$ cat src/rtl/pixel_mixer.sv
`default_nettype none
// ============================================================================
// Module   : pixel_mixer
// Function : Output-side consumer of the pixel FIFO. Prefetches words into a
//            2-entry holding buffer, aligns to frame start, blends the OSD
//            over the video through a 16-entry CLUT and emits YUV pixels,
//            substituting blanks on underrun or while hunting for sync.
// Revision : 1.0  initial release
// ============================================================================
module pixel_mixer #(
  parameter logic [7:0] BLANK_Y = 8'd16,
  parameter logic [7:0] BLANK_C = 8'd128,
  parameter int         CNT_W   = 16
) (
  input  logic             clk,
  input  logic             rst,
  input  logic             clk_en,
  output logic             pixel_rd_en,
  input  logic             pixel_rd_empty,
  input  logic             pixel_rd_valid,
  input  logic [7:0]       y_in,
  input  logic [7:0]       u_in,
  input  logic [7:0]       v_in,
  input  logic [7:0]       osd_in,
  input  logic [2:0]       position_in,
  input  logic             osd_enable,
  input  logic             clut_wr_en,
  input  logic [3:0]       clut_wr_addr,
  input  logic [23:0]      clut_wr_dat,
  input  logic             frame_req,
  input  logic             pixel_req,
  output logic [7:0]       y_out,
  output logic [7:0]       u_out,
  output logic [7:0]       v_out,
  output logic             pixel_out_valid,
  output logic             pixel_out_blank,
  output logic [CNT_W-1:0] underrun_count,
  output logic             sync_lost
);

  typedef enum logic [1:0] {
    ST_HUNT = 2'd0,
    ST_WAIT = 2'd1,
    ST_RUN  = 2'd2
  } state_t;

  // Word layout: {y[34:27], u[26:19], v[18:11], osd[10:3], pos[2:0]}
  logic [34:0] buf0, buf1;
  logic [1:0]  occ;
  logic        in_flight;
  logic [34:0] rd_word;
  logic [2:0]  head_pos;
  logic        head_ok;

  state_t state, state_nx;
  logic   pop, emit_blank, count_inc;

  logic [23:0] clut [16];

  logic        s1_valid, s1_blank;
  logic [7:0]  s1_y, s1_u, s1_v;
  logic [4:0]  s1_w;
  logic [23:0] s1_clut;
  logic [4:0]  head_w;

  logic        out_valid_r;

  assign rd_word  = {y_in, u_in, v_in, osd_in, position_in};
  assign head_ok  = (occ != 2'd0);
  // Undefined position codes 5..7 behave like mid-line pixels.
  assign head_pos = (buf0[2:0] > 3'd4) ? 3'd0 : buf0[2:0];
  assign head_w   = !osd_enable ? 5'd0 :
                    (buf0[10:7] == 4'hF) ? 5'd16 : {1'b0, buf0[10:7]};

  // Keep buffer plus outstanding read within the two holding slots.
  assign pixel_rd_en = clk_en & ~pixel_rd_empty &
                       (({1'b0, occ} + {2'b00, in_flight}) < 3'd2);

  assign sync_lost       = (state != ST_RUN);
  assign pixel_out_valid = out_valid_r & clk_en;

  function automatic logic [7:0] blend(input logic [7:0] p, input logic [7:0] c,
                                       input logic [4:0] w);
    logic [12:0] acc;
    acc = 13'(p) * 13'(5'd16 - w) + 13'(c) * 13'(w) + 13'd8;
    return 8'(acc >> 4);
  endfunction

  // Sync FSM decisions: which head to consume and whether to blank.
  always_comb begin
    state_nx   = state;
    pop        = 1'b0;
    emit_blank = 1'b1;
    count_inc  = 1'b0;
    case (state)
      ST_HUNT: begin
        if (head_ok) begin
          if (head_pos == 3'd2) state_nx = ST_WAIT;
          else                  pop      = 1'b1;
        end
      end
      ST_WAIT: begin
        if (pixel_req && frame_req && head_ok) begin
          pop        = 1'b1;
          emit_blank = 1'b0;
          state_nx   = ST_RUN;
        end
      end
      ST_RUN: begin
        if (pixel_req) begin
          if (head_ok) begin
            pop        = 1'b1;
            emit_blank = 1'b0;
            if ((head_pos == 3'd2) != frame_req) state_nx = ST_HUNT;
          end else begin
            count_inc = 1'b1;
          end
        end
      end
      default: state_nx = ST_HUNT;
    endcase
  end

  // State register.
  always_ff @(posedge clk or posedge rst) begin
    if (rst)         state <= ST_HUNT;
    else if (clk_en) state <= state_nx;
  end

  // Holding buffer: prefetch landing and head consumption may coincide.
  always_ff @(posedge clk or posedge rst) begin
    if (rst) begin
      buf0      <= '0;
      buf1      <= '0;
      occ       <= 2'd0;
      in_flight <= 1'b0;
    end else if (clk_en) begin
      in_flight <= pixel_rd_en | (in_flight & ~pixel_rd_valid);
      case ({pop, pixel_rd_valid})
        2'b11: begin
          if (occ == 2'd2) begin
            buf0 <= buf1;
            buf1 <= rd_word;
          end else begin
            buf0 <= rd_word;
          end
        end
        2'b10: begin
          buf0 <= buf1;
          occ  <= occ - 2'd1;
        end
        2'b01: begin
          if (occ == 2'd0) buf0 <= rd_word;
          else             buf1 <= rd_word;
          if (occ != 2'd2) occ <= occ + 2'd1;
        end
        default: ;
      endcase
    end
  end

  // CLUT storage; a same-cycle read sees the previous contents.
  always_ff @(posedge clk or posedge rst) begin
    if (rst) begin
      for (int i = 0; i < 16; i++) clut[i] <= '0;
    end else if (clk_en && clut_wr_en) begin
      clut[clut_wr_addr] <= clut_wr_dat;
    end
  end

  // Stage 1: capture popped pixel (or blank), weight and CLUT colour.
  always_ff @(posedge clk or posedge rst) begin
    if (rst) begin
      s1_valid <= 1'b0;
      s1_blank <= 1'b0;
      s1_y     <= '0;
      s1_u     <= '0;
      s1_v     <= '0;
      s1_w     <= '0;
      s1_clut  <= '0;
    end else if (clk_en) begin
      s1_valid <= pixel_req;
      s1_blank <= emit_blank;
      s1_clut  <= clut[buf0[6:3]];
      if (emit_blank) begin
        s1_y <= BLANK_Y;
        s1_u <= BLANK_C;
        s1_v <= BLANK_C;
        s1_w <= 5'd0;
      end else begin
        s1_y <= buf0[34:27];
        s1_u <= buf0[26:19];
        s1_v <= buf0[18:11];
        s1_w <= head_w;
      end
    end
  end

  // Stage 2: blend and register the output pixel.
  always_ff @(posedge clk or posedge rst) begin
    if (rst) begin
      out_valid_r     <= 1'b0;
      pixel_out_blank <= 1'b0;
      y_out           <= '0;
      u_out           <= '0;
      v_out           <= '0;
    end else if (clk_en) begin
      out_valid_r     <= s1_valid;
      pixel_out_blank <= s1_valid & s1_blank;
      y_out           <= blend(s1_y, s1_clut[23:16], s1_w);
      u_out           <= blend(s1_u, s1_clut[15:8],  s1_w);
      v_out           <= blend(s1_v, s1_clut[7:0],   s1_w);
    end
  end

  // Saturating count of blanks emitted while locked.
  always_ff @(posedge clk or posedge rst) begin
    if (rst) underrun_count <= '0;
    else if (clk_en && count_inc && !(&underrun_count))
      underrun_count <= underrun_count + CNT_W'(1);
  end

endmodule
`default_nettype wire
$ cat config.mk
export PLATFORM = sky130hd
export DESIGN_NAME = pixel_mixer
export DESIGN_NICKNAME = d
export VERILOG_FILES = /design/src/rtl/pixel_mixer.sv
export SDC_FILE = /design/constraint.sdc
export NUM_CORES = 2
export LEC_CHECK = 0
export BUFFER_PORTS_ARGS = -buffer_cell sky130_fd_sc_hd__buf_2
export CAP_MARGIN = 20
export CORE_ASPECT_RATIO = 1.75
export CORE_MARGIN = 2
export CORE_UTILIZATION = 45
export CTS_CLUSTER_SIZE = 40
export DETAILED_ROUTE_END_ITERATION = 10
export GPL_TIMING_DRIVEN = 0
export PLACE_DENSITY = 0.59
export SYNTH_ARGS = -nofsm -noshare
export SYNTH_HDL_FRONTEND = slang
export SYNTH_SLANG_ARGS = --single-unit
export TNS_END_PERCENT = 50
$ cat constraint.sdc
create_clock -name clk -period 32.4 [get_ports clk]
set_input_delay 0 -clock clk [delete_from_list [all_inputs] [get_ports clk]]
set_output_delay 0 -clock clk [all_outputs]
set_load 0.02 [all_outputs]
Yosys cells after proc, flatten, opt, wreduce, memory -nomap -nowiden
Index checks and enable logic that the tools add are counted.
{"block": "totals", "output_inout_bits": 44, "in_bits": 72, "register_bits": 556, "word_cells": 145}
{"block": "classes", "bitwise_logic": 10, "n_addsub": 11, "muxes": 40, "eq_ne": 21, "order_cmp": 5, "n_mul": 6, "reduce_logical": 18}
{"op": "$bwmux W384", "count": 1}
{"op": "$mux W35", "count": 4}
{"op": "$pmux W35 S3", "count": 1}
{"op": "$bmux W24 S4", "count": 1}
{"op": "$demux W24 S4", "count": 1}
{"op": "$mux W24", "count": 3}
{"op": "$pmux W35 S2", "count": 1}
{"op": "$add A12 B12 Y12", "count": 3}
{"op": "$add A12 B4 Y12 const B", "count": 3}
{"op": "$mul A8 B5 Y12", "count": 3}
{"op": "$mul A8 B13 Y12", "count": 2}
{"op": "$mux W8", "count": 3}
{"op": "$ne A2 B2 Y1 const B", "count": 12}
{"op": "$add A16 B1 Y16 const B", "count": 1}
{"op": "$reduce_and A16 Y1", "count": 1}
{"op": "$mux W5", "count": 3}
{"op": "$mux W2", "count": 7}
{"op": "$mul A9 B6 Y12", "count": 1}
{"op": "$ge A5 B5 Y1 const B", "count": 2}
{"op": "$mux W1", "count": 10}
{"op": "$not A4 Y5", "count": 2}
{"op": "$eq A2 B2 Y1 const B", "count": 4}
{"op": "$reduce_and A7 Y1", "count": 1}
{"op": "$logic_and A1 B1 Y1", "count": 6}
{"op": "25 further kinds", "count": 35}

Logic depth before layout (Yosys ltp)
{"block": "logic_depth", "word_depth": 9, "depth_mapped": 24, "ltp_nobuf": 21}

Worst setup path after synthesis
OpenSTA, ideal clock, no wires.
{"block": "synth_path", "path_kind": "register to register", "startpoint": "reg s1_w[0]", "endpoint": "reg y_out[7]", "setup_time_ps": 95, "setup_slack_ps": 26432, "path_buffers": 3, "arrival_time_ps": 5873, "synth_period_minus_slack_ps": 5968, "path_stages_with_launch": 24, "required_ps": 32305, "cell_sequence": "dfrtp_1 > buf_6 > inv_1 > buf_1 > ha_1 > nor3b_1 > xnor2_1 > clkbuf_1 > nand2_1 > fa_1 > fa_1 > inv_1 > fa_1 > fa_1 > inv_1 > fa_1 > inv_1 > ha_1 > a21o_1 > a21o_1 > nor4_1 > o21a_1 > nor3_1 > o31ai_1"}
{"block": "synth_via", "elab_chain_cells": 4, "elab_cells_between_ends": 5, "classes_between": "3 x add/sub; 2 x mul"}
{"item": "start: declaration", "line_no": "62", "rtl": "logic [4:0] s1_w;"}
{"item": "start signal: assignment", "line_no": "194", "rtl": "s1_w <= head_w;"}
{"item": "$sub A5 B5 Y6", "line_no": "85", "rtl": "acc = 13'(p) * 13'(5'd16 - w) + 13'(c) * 13'(w) + 13'd8;"}
{"item": "$mul A8 B13 Y12", "line_no": "85"}
{"item": "$add A12 B12 Y12 (*)", "line_no": "85"}
{"item": "$add A12 B4 Y12 (*)", "line_no": "85"}
{"item": "end signal: assignment", "line_no": "210", "rtl": "y_out <= blend(s1_y, s1_clut[23:16], s1_w);"}
{"item": "end: declaration", "line_no": "32", "rtl": "output logic [7:0] y_out,"}
Mark *: on every way between the ends. The rest lies on a longest branch, timed or not.
A chain may end at the register's enable or synchronous reset.

Worst setup path in the final report
Ends and elaborated chain as after synthesis.

==> results.cfg <==
[synthesis]
yosys-top-cells-area = dfrtp_1 42%, mux2_2 16%, fa_1 11%
synth-edff-count = 0
ys_dominant_reg_cell = dfrtp_1
synth_top_area_cell = dfrtp_1
synth-warning-count = 0
synth.avg_cell_area_sq_um = 12.7
yosysUniqueCellTypes = 60
synth.cell_area_sq_um = 33200
postSynthNetCount = 2983
async_flop_share = 1.00
synth-seq-cells = 556
synth_cells = 2615
yosysTopAreaCellShare = 0.420
ys_seq_area_frac = 0.420

[clock_network]
clock_sinks = 556
post_cts_resize_count = 0
clk_lat_worst_skew_ns = 0.62
clock_tree.htree_level_count = 2
number_of_cts_inserted_buffers = 54
max-clock-path-buffers = 3
tritoncts = yes
cts-root-buf = clkbuf_16
cts.clk_slew.worst_paths_ns = 0.07

[place]
dp_cells = 3665
numPortBuffers = 112
placement.cell_area_sq_um = 35000
gp_routability_congestion = 0.866
post-place-ws_ns = 24.94
detailedPlacementHpwl_mm = 67.1

[global_routing]
grt_most_used_layer = met2
maximum_number_of_pins_on_one_net_before_global_route_repair = 141
first_global_vias = 23900
antenna_found_initial = 0
grt_remaining_overflow = 0
wire_length_of_the_first_global_routing_pass_mm = 139
met1_usage = 0.267
globalRouteTotalUtil = 0.241
met2_usage_in_global_routing = 0.456
met3_usage = 0.0242

[timing]
finalSetupTns_ns = 0
slew_headroom = 0.305
fmaxAchievable_ghz = 0.133
min_period_over_period = 0.232
worst-slew-pin-transition_ns = 1.04
setup-violations-final = 0
hold_viol = 0
rsz_0062_raised_after_global_routing = false
finalCriticalPeriod_ns = 7.51
maxSlewViolCount = 0
postLayoutSetupSlackWorst_ns = 24.89
final_worst_clock_skew_ns = 0.0205

[power_and_ir_drop]
power.share.sequential = 0.354
clkPwrFrac = 0.224
power.share.switching = 0.379
p_comb_frac = 0.422
irDropWorstVdd_mv = 0.0424
net-switching-power_mw = 1.09
powerDensity_nw_per_um2 = 76.3
intPower_mw = 1.78
power.static_leakage_nw = 17.6

[worst_hold_path]
worstHoldEndpoint = y_out[4]$_DFFE_PP0P_
worstHoldPathCells = 3
hold_path.class = in -> reg
hold_start = clk_en

[floorplanning]
fp.coreArea_sq_um = 72900
design.die.area_sq_um = 76000
std_cell_rows = 131
start_util = 0.455
die-height_um = 363
num_io_pins = 116
die_width_um = 209

[drt]
drt_pre_antenna_iters = 5
first_iter_violations = 1111
vias_per_cell = 5.58
wirelength_mm = 88.3
detailroute.via_count = 21400
remaining_drc_errors = 0
post_drt_wl_per_cell_um = 23.0
routed_antenna_nets = 0

[worst_setup_path]
critical_path.reg2reg.endpoint = y_out[7]$_DFFE_PP0P_
critPathKind = reg -> reg
worst-r2r-cell-count = 23
required_ns = 32.94
timing.critical_path.fanout_max = 10
crit_path_start = s1_w[0]$_DFFE_PP0P_
critPathLaunchType = register
arr_time_crit_path_ns = 8.05
critPathCaptureType = register
rrSetupSlack_ns = 24.89
launch_instance_of_the_worst_register_to_register_path = s1_w[0]$_DFFE_PP0P_

[cells_and_area]
layout-area-overhead-vs-synth_pct = 13.4
layoutNonFillerInstCount = 3839
finalInstanceArea_sq_um = 37600
final.fill_count = 6331
layout.nets = 3233
post_route_cells_drive_above_1_share = 0.281
number_of_antenna_cells_inserted = 0

[status]
run_status = finished, final reports clean

[job]
timing.max_cap.violations = 0
[Yosys cell counts (all sizes together), types with 2 or more instances]
master	instances
dfrtp	556
mux2	464
inv	281
nand2	209
fa	189
and2	141
clkbuf	141
mux4	120
ha	107
xnor2	51
nor2	48
a21o	42
a221oi	34
a311oi	34
o21ai	25
buf	24
xor2	16
nand2b	13
a21oi	12
a31oi	11
nand4	11
a22o	9
nand3	8
nor3	6
o211ai	5
xnor3	5
and4	4
o22ai	4
a2111oi	3
a211o	3
a41oi	3
nor2b	3
o22a	3
a22oi	2
nor4	2
o2111ai	2
o21a	2
o221ai	2
o2bb2ai	2
or3	2
or4	2
[layout make-up]
class | instances | area [sq um] | share of cell area
Tap cell | 931 | 1160 | 0.0310
Buffer | 165 | 649 | 0.0173
Clock buffer | 71 | 1530 | 0.0406
Clock inverter | 28 | 268 | 0.00712
Timing Repair Buffer | 194 | 1470 | 0.0390
Multi-Input combinational cell | 1612 | 17500 | 0.467
Sequential cell | 556 | 13900 | 0.370
Inverter | 282 | 1070 | 0.0284
[per-layer routing]
layer  wire [um]  share of wire
met1       32400           0.37
met2       48300           0.55
met4        4950          0.056
met5           0              0
met3        2610          0.030
[worst max-delay path, cell delays in order (launching register included)]
cell and delay [ns]:
dfrtp_1 0.37, buf_6 0.16, inv_1 0.23, buf_1 0.57, ha_1 0.33, nor3b_1 0.45, xnor2_1 0.35, clkbuf_1 0.57
nand2_1 0.17, fa_1 0.55, fa_1 0.43, fa_1 0.53, inv_1 0.06, fa_1 0.54, inv_1 0.06, fa_1 0.47
inv_1 0.05, ha_1 0.34, a21o_1 0.24, a21o_1 0.22, nor4_1 0.18, o21a_1 0.24, nor3_1 0.08, o31ai_1 0.22
[layout by cell type, fill, tap and decap left out, types with 42 or more instances in the layout]
cell and count:
clkbuf_1 147, ha_1 107, inv_1 280, nor2_1 47, clkbuf_16 54, mux4_2 120, fa_1 189, mux2_2 464
and2_1 141, xnor2_1 51, a21o_1 42, dfrtp_1 556, nand2_1 209, dlygate4sd3_1 71, buf_2 119
[how the worst max path moves through the flow]
stage                                          end  slack (ns)
global placement    underrun_count[13]$_DFFE_PP0P_       11.69
floorplan                      buf0[0]$_DFFE_PP0P_       16.85
finish                        y_out[7]$_DFFE_PP0P_       24.89
CTS                           u_out[4]$_DFFE_PP0P_       24.94
global route                  y_out[7]$_DFFE_PP0P_       24.60
detailed placement            u_out[4]$_DFFE_PP0P_       24.94
[sequential cells by signal, indices dropped and copies added (netlist names), 8 cells and up]
signal / flops
buf0: 35
buf1: 35
clut: 384
s1_clut: 24
s1_u: 8
s1_v: 8
s1_y: 8
u_out: 8
underrun_count: 16
v_out: 8
y_out: 8
[kinds of logic (layout without fill, tap and decap cells)]
| family | count (synthesis) | count (layout) | share of synthesized area |
|---|---|---|---|
| buffers and inverters | 447 | 740 | 0.0515 |
| adders and majority gates | 296 | 296 | 0.154 |
| DFF | 556 | 556 | 0.420 |
| muxes | 584 | 584 | 0.239 |
| xor gates and xnor gates | 72 | 72 | 0.0211 |
| and+or+nand+nor | 455 | 455 | 0.0666 |
| AOI/OAI and AO/OA | 205 | 205 | 0.0478 |
[stage by stage]
stage               total power [mW]  hold WS (ns)   util
floorplan                       1.84         0.134      -
global placement                2.19         0.264  0.478
detailed placement              2.23        0.0773  0.480
CTS                             2.90        0.0308  0.515
global route                    3.06        0.0520  0.515
finish                          2.87        0.0654  0.515
[power by group through the flow]
stage / Clock (mW) / Sequential [mW] / Combinational, mW
after global placement: 0 / 1.02 / 1.17
after detailed placement: 0 / 1.03 / 1.21
after floorplan: 0 / 0.980 / 0.857
final: 0.643 / 1.02 / 1.21
after CTS: 0.662 / 1.01 / 1.22
after global routing: 0.687 / 1.04 / 1.33
[what timing repair did]
action / in CTS / in global routing
hold buffers: 71 / 0
buffers inserted: 0 / 0
hold endpoints to repair: 535 / 0
No activity file was read; power rests on OpenSTA's default activity.
